File: src/rtl/adder_share_arbiter.sv
// Round-robin arbiter sharing one Kogge-Stone adder among N_REQ requesters.
// Results land in a single registered response slot with 1-cycle latency.
module ks_add #(
    parameter int WIDTH = 16
) (
    input  logic [WIDTH-1:0] a,
    input  logic [WIDTH-1:0] b,
    output logic [WIDTH-1:0] sum,
    output logic             cout
);
    localparam int LV = $clog2(WIDTH);

    logic [WIDTH-1:0] g, p, gn, pn;

    // Each level doubles the span of the group generate/propagate terms.
    always_comb begin
        g  = a & b;
        p  = a ^ b;
        gn = g;
        pn = p;
        for (int l = 0; l < LV; l++) begin
            gn = g;
            pn = p;
            for (int i = (1 << l); i < WIDTH; i++) begin
                gn[i] = g[i] | (p[i] & g[i-(1<<l)]);
                pn[i] = p[i] & p[i-(1<<l)];
            end
            g = gn;
            p = pn;
        end
        sum  = (a ^ b) ^ {g[WIDTH-2:0], 1'b0};
        cout = g[WIDTH-1];
    end
endmodule

module adder_share_arbiter #(
    parameter int N_REQ = 4,
    parameter int ID_W  = 2,
    parameter int WIDTH = 16
) (
    input  logic                   clk,
    input  logic                   rst_n,
    input  logic [N_REQ-1:0]       req_valid,
    output logic [N_REQ-1:0]       req_ready,
    input  logic [N_REQ*WIDTH-1:0] req_a,
    input  logic [N_REQ*WIDTH-1:0] req_b,
    output logic                   rsp_valid,
    input  logic                   rsp_ready,
    output logic [WIDTH-1:0]       rsp_sum,
    output logic                   rsp_cout,
    output logic [ID_W-1:0]        rsp_id,
    output logic [15:0]            ops_done
);
    localparam int PW = ID_W + 1;

    logic [ID_W-1:0]  rr_ptr, win;
    logic [PW-1:0]    idx;
    logic             any_valid, accept, xfer;
    logic [WIDTH-1:0] op_a, op_b, add_sum;
    logic             add_cout;

    // Scan from rr_ptr upward, wrapping at N_REQ; first valid index wins.
    always_comb begin
        win       = '0;
        any_valid = 1'b0;
        idx       = '0;
        for (int k = 0; k < N_REQ; k++) begin
            idx = {1'b0, rr_ptr} + PW'(k);
            if (idx >= PW'(N_REQ))
                idx = idx - PW'(N_REQ);
            if (!any_valid && req_valid[idx[ID_W-1:0]]) begin
                any_valid = 1'b1;
                win       = idx[ID_W-1:0];
            end
        end
    end

    assign accept    = ~rsp_valid | rsp_ready;
    assign xfer      = rst_n & accept & any_valid;
    assign req_ready = xfer ? (N_REQ'(1) << win) : '0;

    assign op_a = req_a[win*WIDTH +: WIDTH];
    assign op_b = req_b[win*WIDTH +: WIDTH];

    ks_add #(.WIDTH(WIDTH)) u_add (
        .a    (op_a),
        .b    (op_b),
        .sum  (add_sum),
        .cout (add_cout)
    );

    always_ff @(posedge clk) begin
        if (!rst_n) begin
            rsp_valid <= 1'b0;
            rsp_sum   <= '0;
            rsp_cout  <= 1'b0;
            rsp_id    <= '0;
            rr_ptr    <= '0;
            ops_done  <= '0;
        end else if (xfer) begin
            rsp_valid <= 1'b1;
            rsp_sum   <= add_sum;
            rsp_cout  <= add_cout;
            rsp_id    <= win;
            rr_ptr    <= (win == ID_W'(N_REQ - 1)) ? '0 : win + 1'b1;
            ops_done  <= ops_done + 16'd1;
        end else if (rsp_ready) begin
            // Drained with nothing to refill: payload keeps its last value.
            rsp_valid <= 1'b0;
        end
    end
endmodule

File: config.mk
export PLATFORM = sky130hd
export DESIGN_NAME = adder_share_arbiter
export DESIGN_NICKNAME = d
export VERILOG_FILES = /design/src/rtl/adder_share_arbiter.sv
export SDC_FILE = /design/constraint.sdc
export NUM_CORES = 1
export LEC_CHECK = 0
export ABC_AREA = 1
export CELL_PAD_IN_SITES_DETAIL_PLACEMENT = 1
export CELL_PAD_IN_SITES_GLOBAL_PLACEMENT = 2
export CORE_MARGIN = 2
export CORE_UTILIZATION = 23
export CTS_CLUSTER_SIZE = 8
export DETAILED_ROUTE_END_ITERATION = 6
export PLACE_DENSITY_LB_ADDON = 0.1
export REMOVE_ABC_BUFFERS = 1
export SYNTH_ARGS = -nofsm -noshare
export SYNTH_HDL_FRONTEND = slang
export SYNTH_SLANG_ARGS = --single-unit
File: constraint.sdc
create_clock -name clk -period 7.7 [get_ports clk]
set_clock_uncertainty 0.2 [all_clocks]
set_input_delay 0.77 -clock clk [delete_from_list [all_inputs] [get_ports clk]]
set_output_delay 0.77 -clock clk [all_outputs]
set_load 0.01 [all_outputs]
Yosys cells after proc, flatten, opt, wreduce, memory -nomap -nowiden --
Index checks and enable logic that the tools add are counted.
Word-level totals: logic and storage cells 197, bits in registers 38, bits of input ports 135, memory bits (read-only) 0, memory bits (writable) 0, memories 0, output and inout bits 40, latch bits 0
Cells by class: bitwise operators 139, shift-type cells 3, eq/ne operators 1, $add $sub $neg 9, reductions and logical operators 7, divide/modulo/power cells 0, multipliers 0, mux-type cells 24, $lt $le $gt $ge 8
Operators with widths (number):
- $shiftx 64x7->16 | 2
- $and 1x1->1 | 85
- $or 1x1->1 | 50
- $xor 16x16->16 | 2
- $mux 2 | 9
- $add 16x1->16 const B | 1
- $and 16x16->16 | 1
- $lt 2x3->1 const B | 4
- $mux 1 | 10
- $ge 3x3->1 const B | 3
- $bmux 1 s2 | 4
- $sub 2x1->2 const B | 4
- $add 2x2->3 const B | 2
- $mux 4 | 1
- $shl 1x2->4 const A | 1
- $add 2x1->3 const B | 1
- $ge 2x3->1 const B | 1
- $logic_and 1x1->1 | 3
- $logic_not 1->1 | 3
- $add 2x1->2 const B | 1
- $eq 2x2->1 const B | 1
- $reduce_bool 2->1 | 1
- $not 1->1 | 1

Longest topological paths before layout --
Gate-level depths: netlist of the first run.
depth after elaboration 24, gate-level depth with buffers 25, mapped depth without buffers 23

Cells and area by module --
From an unflattened synthesis of the first run, not the netlist that was laid out.
Second synthesis, totals: cells, all modules 790, area total of the unflattened synthesis 4140.2 um^2
Modules (own cells, without submodules):
- adder_share_arbiter | cells each 605, sequential area each 760.7 um^2, area each 3155.5 um^2, times used 1
- ks_add | cells each 185, sequential area each 0.0 um^2, area each 984.7 um^2, times used 1

Worst setup path before layout of the first run --
Ideal clock, no wire load.
kind in2reg, from input req_valid[3], to register rsp_sum[10], setup time 117 ps, cell stages on the path 22, arrival time 3095 ps, setup slack 4288 ps, cells stage by stage inv_1 -> nand2_1 -> nand3_2 -> nand2_2 -> nor2_4 -> nand3_4 -> nand3_2 -> buf_6 -> buf_6 -> nand2_1 -> nand3_1 -> nand2_1 -> ha_1 -> fa_1 -> nand3_1 -> nand2_1 -> nand2_1 -> nand3_1 -> a21oi_1 -> inv_1 -> nor2_1 -> o21ai_1
On the way: word-level cells in the longest chain between the ends 22, elaborated cells on any way between the ends 53, classes of those cells shift: 2; mux: 16; bitwise: 29; reduce/logical: 6
RTL lines:
- start: declaration | line 43 | input logic [N_REQ-1:0] req_valid,
- $bmux 1 s2 | line 71 | if (!any_valid && req_valid[idx[ID_W-1:0]]) begin
- $mux 1 (not written as such) | line 71
- $mux 1 | line 71
- $logic_not 1->1 | line 71
- $logic_and 1x1->1 | line 71
- $mux 1 | line 71
- $logic_not 1->1 | line 71
- $logic_and 1x1->1 | line 71
- (+5 left out)
- $xor 16x16->16 or $and 16x16->16 (tied branches) | line 18, 31, 17
- $and 1x1->1 | line 25 | gn[i] = g[i] | (p[i] & g[i-(1<<l)]);
- $or 1x1->1 | line 25
- $and 1x1->1 | line 25
- $or 1x1->1 | line 25
- $and 1x1->1 | line 25
- $or 1x1->1 (2 in series) | line 25
- $xor 16x16->16 | line 31 | sum = (a ^ b) ^ {g[WIDTH-2:0], 1'b0};
- end signal: assignment | line 102 | rsp_sum <= add_sum;
- end: declaration | line 49 | output logic [WIDTH-1:0] rsp_sum,
Parallel ways exist; a longest one is shown, timed or not. The select of a mux whose other input is x is not followed. A chain may end at the register's enable or synchronous reset.

Worst setup path after layout of the first run --
from input req_valid[2], to output req_ready[3]
On the way: word-level cells in the longest chain between the ends 14, elaborated cells on any way between the ends 25, classes of those cells shift: 1; mux: 17; bitwise: 1; reduce/logical: 6
RTL lines:
- $bmux 1 s2 | line 71
- $mux 1 (not written as such) | line 71
- $mux 1 | line 71
- $logic_not 1->1 | line 71
- $logic_and 1x1->1 | line 71
- $mux 1 | line 71
- $logic_not 1->1 | line 71
- $logic_and 1x1->1 | line 71
- $mux 1 | line 71
- $logic_not 1->1 | line 71
- $logic_and 1x1->1 | line 71
- $mux 2 (*) | line 71
- named net win[0] | line 56 | logic [ID_W-1:0] rr_ptr, win;
- $shl 1x2->4 (*) | line 80 | assign req_ready = xfer ? (N_REQ'(1) << win) : '0;
- $mux 4 (*) | line 80
- end: declaration | line 44 | output logic [N_REQ-1:0] req_ready,
The timed path passes the listed nets; every way through them passes the cells marked *. The select of a mux whose other input is x is not followed.

==> key figures, run 1 <==
Outcome
  • Outcome: finished, final reports clean

STA
  • Final Worst Setup Slack: 2300 ps
  • Tmin final: 5400 ps
  • Worst-Margin Slew: 1020 ps
  • Max Slew Vio Count: 0
  • RSZ-0062 raised after global routing: false
  • Slew HR: 0.318
  • Fin Setup TNS: 0 ps
  • Hold_ws: 267 ps
  • Max Clk Rate: 0.185 GHz
  • # setup viols final: 0
  • Tcrit/Tclk final: 0.701
  • Final Hold Vio Count: 0

Synth
  • Netlist cell types: 30
  • Synth Area per Inst: 5.50 µm²
  • Flops & latches, synth: 38
  • Post-synth design cell area: 4440 µm²
  • Instance count of the mapped netlist: 808
  • Async SR Flop Fraction: 0
  • Dominant synthesized flop cell: dfxtp_1
  • EDFF count, synth: 0
  • Sequential cell area fraction in the yosys report: 0.171
  • YS warnings: 0

Floorplan
  • Die height: 143 µm
  • Initial core utilization: 0.236
  • Die W: 143 µm
  • # rows: 50
  • IO Pins: 175
  • DIE AREA: 20400 µm²
  • CORE AREA: 18800 µm²

Layout
  • Share of layout cells above drive strength 1: 0.0325
  • Layout area overhead: 46.0%
  • Commonest cells after routing, fill and taps aside: nand2_1 (222), clkdlybuf4s50_1 (174), inv_1 (172)
  • Most common cell after layout, fill and taps aside: nand2_1
  • Fin nets: 1110
  • Post-route insts no fill: 1214
  • Antenna Cells: 0

Routing
  • Drt first pass iters: 4
  • Final ANT Viol Nets: 0
  • Via count: 5185
  • WL/cell: 13.2 µm
  • DR iter-0 viols: 121
  • Avg Vias per Cell: 4.27
  • Final WL: 16000 µm
  • Residual DRC: 0

Clock network
  • Hold buffer count at cts: 0
  • Clock buffer depth: 2
  • Clock tree sinks: 38
  • Clk Latency, worst-skew pair: 280 ps
  • CTS clock-pin slew for the worst setup and hold paths: 60 ps
  • H-tree lvl count: 2
  • Post-CTS setup buffer count: 0
  • Clock root cell: clkbuf_16
  • PostCTS Resize Cnt: 0
  • Num CTS Buffers: 5
  • CTS tree: built

Run
  • Max_cap viols: 0

Global route
  • Remaining Overflow, GRT: 0
  • First-pass GRT wire length: 26400 µm
  • GRT Total Usage: 0.158
  • Number of global-route vias before repair: 5344
  • Initial antenna violation count: 0
  • Pin count of the biggest net entering global routing: 69

Setup path
  • Setup CP Type: primary input to primary output
  • Crit. End Element: primary output
  • Worst path slowest cell: nand3_2
  • Crit-path cells: clkdlybuf4s50_1, inv_1, nand2_1, nand3_1, nand2_1, inv_1, nand3_4, nand3_2, inv_1, ha_1, inv_1, nor2_1, clkdlybuf4s50_1
  • Family with the most delay on the worst path: simple AND/OR/NAND/NOR gates
  • Required time of the critical path: 6730 ps
  • Peak per-stage delay on the critical path: 960 ps
  • CP Buf/Inv Count: 6
  • Critical path peak fanout: 68
  • Startpoint types: primary input
  • Crit path top cell by count: inv_1
  • Crit path DAT: 4430 ps

Placed design
  • Detail Placement HPWL: 12100 µm
  • Place WS: 1930 ps
  • Port bufs: 174
  • Routability cong.: 0.766
  • Placed cells: 1206

Hold path
  • Hold Path Class: register to register
[tightest hold or removal path: cells and delay by family, from the launching register on]
kind          cells  cell delay [ps]
flops             1              310
simple gates      2              110
[metrics by stage]
| stage | util | instance area [µm²] |
|---|---|---|
| 3_3_place_gp | 0.334 | 6290 |
| 6_report | 0.344 | 6490 |
| 4_1_cts | 0.344 | 6490 |
| 2_1_floorplan | - | 4200 |
| 3_5_place_dp | 0.334 | 6290 |
| 5_1_grt | 0.344 | 6490 |
[worst paths after layout]
| kind | startpoint | endpoint | slack [ps] | depth (start not counted) |
|---|---|---|---|---|
| max | req_valid[2] | req_ready[3] | 2300 | 13 |
| min | rsp_sum[0]$_SDFFE_PN0P_ | rsp_sum[0]$_SDFFE_PN0P_ | 270 | 2 |
| max reg2reg | rr_ptr[0]$_SDFFE_PN0P_ | rsp_sum[10]$_SDFFE_PN0P_ | 2470 | 21 |
| min reg2reg | rsp_sum[0]$_SDFFE_PN0P_ | rsp_sum[0]$_SDFFE_PN0P_ | 270 | 2 |
[area by class of cell]
| cell class | instances | area, µm² |
|---|---|---|
| Clock buffer | 5 | 125 |
| Clock inverter | 3 | 68.8 |
| Fill cell | 2498 | 12300 |
| Inverter | 178 | 668 |
| Multi-Input combinational cell | 553 | 2770 |
| Sequential cell | 38 | 761 |
| Tap cell | 260 | 325 |
| Timing Repair Buffer | 177 | 1760 |
[synth_stat cells (2+ instances only)]
master	instances	share of area
inv_2	6	0.0051
a21oi_2	3	0.0059
nor3b_1	2	0.0034
nand2_2	4	0.0056
o21ai_1	8	0.0090
nor2_1	28	0.024
buf_6	5	0.013
nand3_1	165	0.19
nand4_1	2	0.0028
inv_1	172	0.15
xnor2_1	8	0.016
o21ai_0	15	0.017
a21o_1	2	0.0034
buf_4	8	0.014
a21oi_1	44	0.050
nand2_1	222	0.19
xor2_1	10	0.020
ha_1	21	0.059
dfxtp_1	38	0.17
clkbuf_1	6	0.0051
buf_2	20	0.023
nand3_2	4	0.0090
nor3_1	8	0.0090
[flip-flops by register name (all words and copies together) (netlist names)]
signal and cells:
ops_done 16, rsp_valid 1, rsp_cout 1, rsp_sum 16, rsp_id 2, rr_ptr 2
[logic make-up after synthesis]
group	count (synthesis)	share of synthesized area
simple gates	440	0.439
buf+inv	217	0.204
compound gates	73	0.0865
flops	38	0.171
fa+ha+maj	22	0.0637
xor+xnor	18	0.0355
[routing by layer]
layer	vias to the layer above	wire length [µm]	GRT usage
li1	2789	-	-
met1	2296	7920	0.207
met5	-	0	0
met3	4	509	0.0171
met4	0	76	0.0203
met2	96	7480	0.284
Power of run 1 is left out: the tool's default activity adds up to more than one toggle a clock period on the data nets, which glitch-free logic cannot reach.
==> run 2, diff against run 1 <==
- CORE_UTILIZATION: 23 -> 21
- clock period: 7.7 -> 5.5 ns (I/O delays scaled with it)
==> run 2 against run 1 <==
Compared with the run above:
- register-to-register slack lost 1300 ps
- sequential share of layout area is essentially flat
- hold slack better by 7.9 ps
- first-iteration DRC count decreased by 12%
- flip-flop and latch count did not move
- die area is 9.3% higher
- final cell count increased by 1.6%
- routed wire length up 3.1%
- via count increased by 0.95%
==> key figures, run 2 (synthesis results as in run 1) <==
Clock network
  • CTS clock-pin slew for the worst setup and hold paths: 60 ps (about the same)
  • PostCTS Resize Cnt: 0 (unchanged)
  • Hold buffer count at cts: 0 (unchanged)
  • CTS tree: built
  • Num CTS Buffers: 5 (unchanged)
  • Clk Latency, worst-skew pair: 280 ps (about the same)
  • Post-CTS setup buffer count: 0 (unchanged)
  • Clock root cell: clkbuf_16
  • H-tree lvl count: 2 (unchanged)
  • Clock buffer depth: 2 (unchanged)
  • Clock tree sinks: 38 (unchanged)

STA
  • RSZ-0062 raised after global routing: false
  • Max Clk Rate: 0.225 GHz
  • Max Slew Vio Count: 0 (unchanged)
  • Final Hold Vio Count: 0 (unchanged)
  • Tcrit/Tclk final: 0.808
  • Final Worst Setup Slack: 1060 ps (-1250 ps)
  • Fin Setup TNS: 0 ps (unchanged)
  • Worst-Margin Slew: 746 ps (-274 ps)
  • Tmin final: 4440 ps
  • Slew HR: 0.501 (+0.183)
  • # setup viols final: 0 (unchanged)

Routing
  • Avg Vias per Cell: 4.24 (-0.69%)
  • Drt first pass iters: 4 (unchanged)
  • Final ANT Viol Nets: 0 (unchanged)
  • DR iter-0 viols: 106 (-12%)
  • Final WL: 16500 µm (+3.1%)
  • Residual DRC: 0 (unchanged)
  • WL/cell: 13.4 µm (+1.4%)
  • Via count: 5234 (+0.95%)

Placed design
  • Place WS: 895 ps (-1030 ps)
  • Routability cong.: 0.747 (-2.4%)
  • Port bufs: 174 (unchanged)
  • Detail Placement HPWL: 12900 µm (+6.7%)

Global route
  • Remaining Overflow, GRT: 0 (unchanged)
  • Pin count of the biggest net entering global routing: 57 (-17%)
  • Number of global-route vias before repair: 5384 (+0.75%)
  • Initial antenna violation count: 0 (unchanged)
  • GRT Total Usage: 0.148 (-0.00973)
  • First-pass GRT wire length: 26900 µm (+2.0%)

Setup path
  • Startpoint types: register
  • Peak per-stage delay on the critical path: 630 ps (-330 ps)
  • Crit. End Element: primary output
  • Critical path peak fanout: 36 (-47%)
  • Crit path DAT: 3690 ps (-740 ps)
  • Crit path top cell by count: nand2_1
  • Required time of the critical path: 4750 ps (-1980 ps)
  • Setup CP Type: register to primary output
  • Worst path slowest cell: inv_2
  • Crit-path cells: inv_2, nand2_1, nand2_2, nand2_1, nand2_1, nor2_4, nand2_1, nand3_2, nand2_4, inv_2, ha_1, inv_1, nor2_1, clkdlybuf4s50_1

Layout
  • Antenna Cells: 0 (unchanged)
  • Layout area overhead: 46.3%
  • Share of layout cells above drive strength 1: 0.0375 (+0.00504)
  • Fillers: 2727 (+9.2%)
  • Fin nets: 1115 (+0.45%)
  • Most common cell after layout, fill and taps aside: nand2_1
  • Leading registers by flop count: ops_done x16, rsp_sum x16
  • Commonest cells after routing, fill and taps aside: nand2_1 (222), clkdlybuf4s50_1 (174), inv_1 (172)

Floorplan
  • CORE AREA: 20900 µm² (+11%)
  • # rows: 53 (+6.0%)
  • Initial core utilization: 0.213 (-0.0232)
  • Die height: 149 µm (+4.5%)
  • Die W: 149 µm (+4.5%)
  • IO Pins: 175 (unchanged)
  • DIE AREA: 22300 µm² (+9.3%)

Hold path
  • Hold Path Class: register to register

Run
  • Max_cap viols: 0 (unchanged)

Outcome
  • Outcome: finished, final reports clean
run 2: cell types whose count changed in the layout (fill, tap and decap cells not counted), sizes merged:
cell | before | now
bufinv | 2 | 0
clkinvlp | 0 | 1
buf | 3 | 8
clkbuf | 5 | 6
run 2: worst max-delay path: cells and delay by family (launching register included):
kind / cells / cell delay (ps)
adders and majority gates: 1 / 270
DFF: 1 / 600
and+or+nand+nor: 9 / 1100
buffers and inverters: 4 / 1430
run 2: metal layers:
metal,track usage,part of all wire
met5,0,0
met4,0.0200,0.0055
met3,0.0171,0.034
met2,0.275,0.51
met1,0.186,0.45
run 2: final cells by class:
cell class,count,area (µm²),share of cell area
clock buffer,6,139,0.0214
sequential,38,761,0.117
multi-input combinational,553,2770,0.427
tap,275,344,0.0529
clock inverter,2,12.5,0.00192
inverter,178,668,0.103
timing repair buffer,182,1800,0.277
run 2: worst paths after layout:
path / depth (start not counted) / slack, ps / start / endpoint
max: 14 / 1060 / rr_ptr[0]$_SDFFE_PN0P_ / req_ready[3]
min: 2 / 280 / rsp_sum[1]$_SDFFE_PN0P_ / rsp_sum[1]$_SDFFE_PN0P_
max reg2reg: 21 / 1180 / rr_ptr[0]$_SDFFE_PN0P_ / rsp_sum[10]$_SDFFE_PN0P_
min reg2reg: 2 / 280 / rsp_sum[1]$_SDFFE_PN0P_ / rsp_sum[1]$_SDFFE_PN0P_
run 2: per-stage QoR:
stage,area (µm²),util,hold WS (ps),instances
2_1_floorplan,4200,-,290,769
3_3_place_gp,6350,0.304,259,1226
3_5_place_dp,6350,0.304,270,1226
4_1_cts,6500,0.311,279,1234
5_1_grt,6500,0.311,294,1234
6_report,6500,0.311,275,1234
Power of run 2 is left out for the same reason.
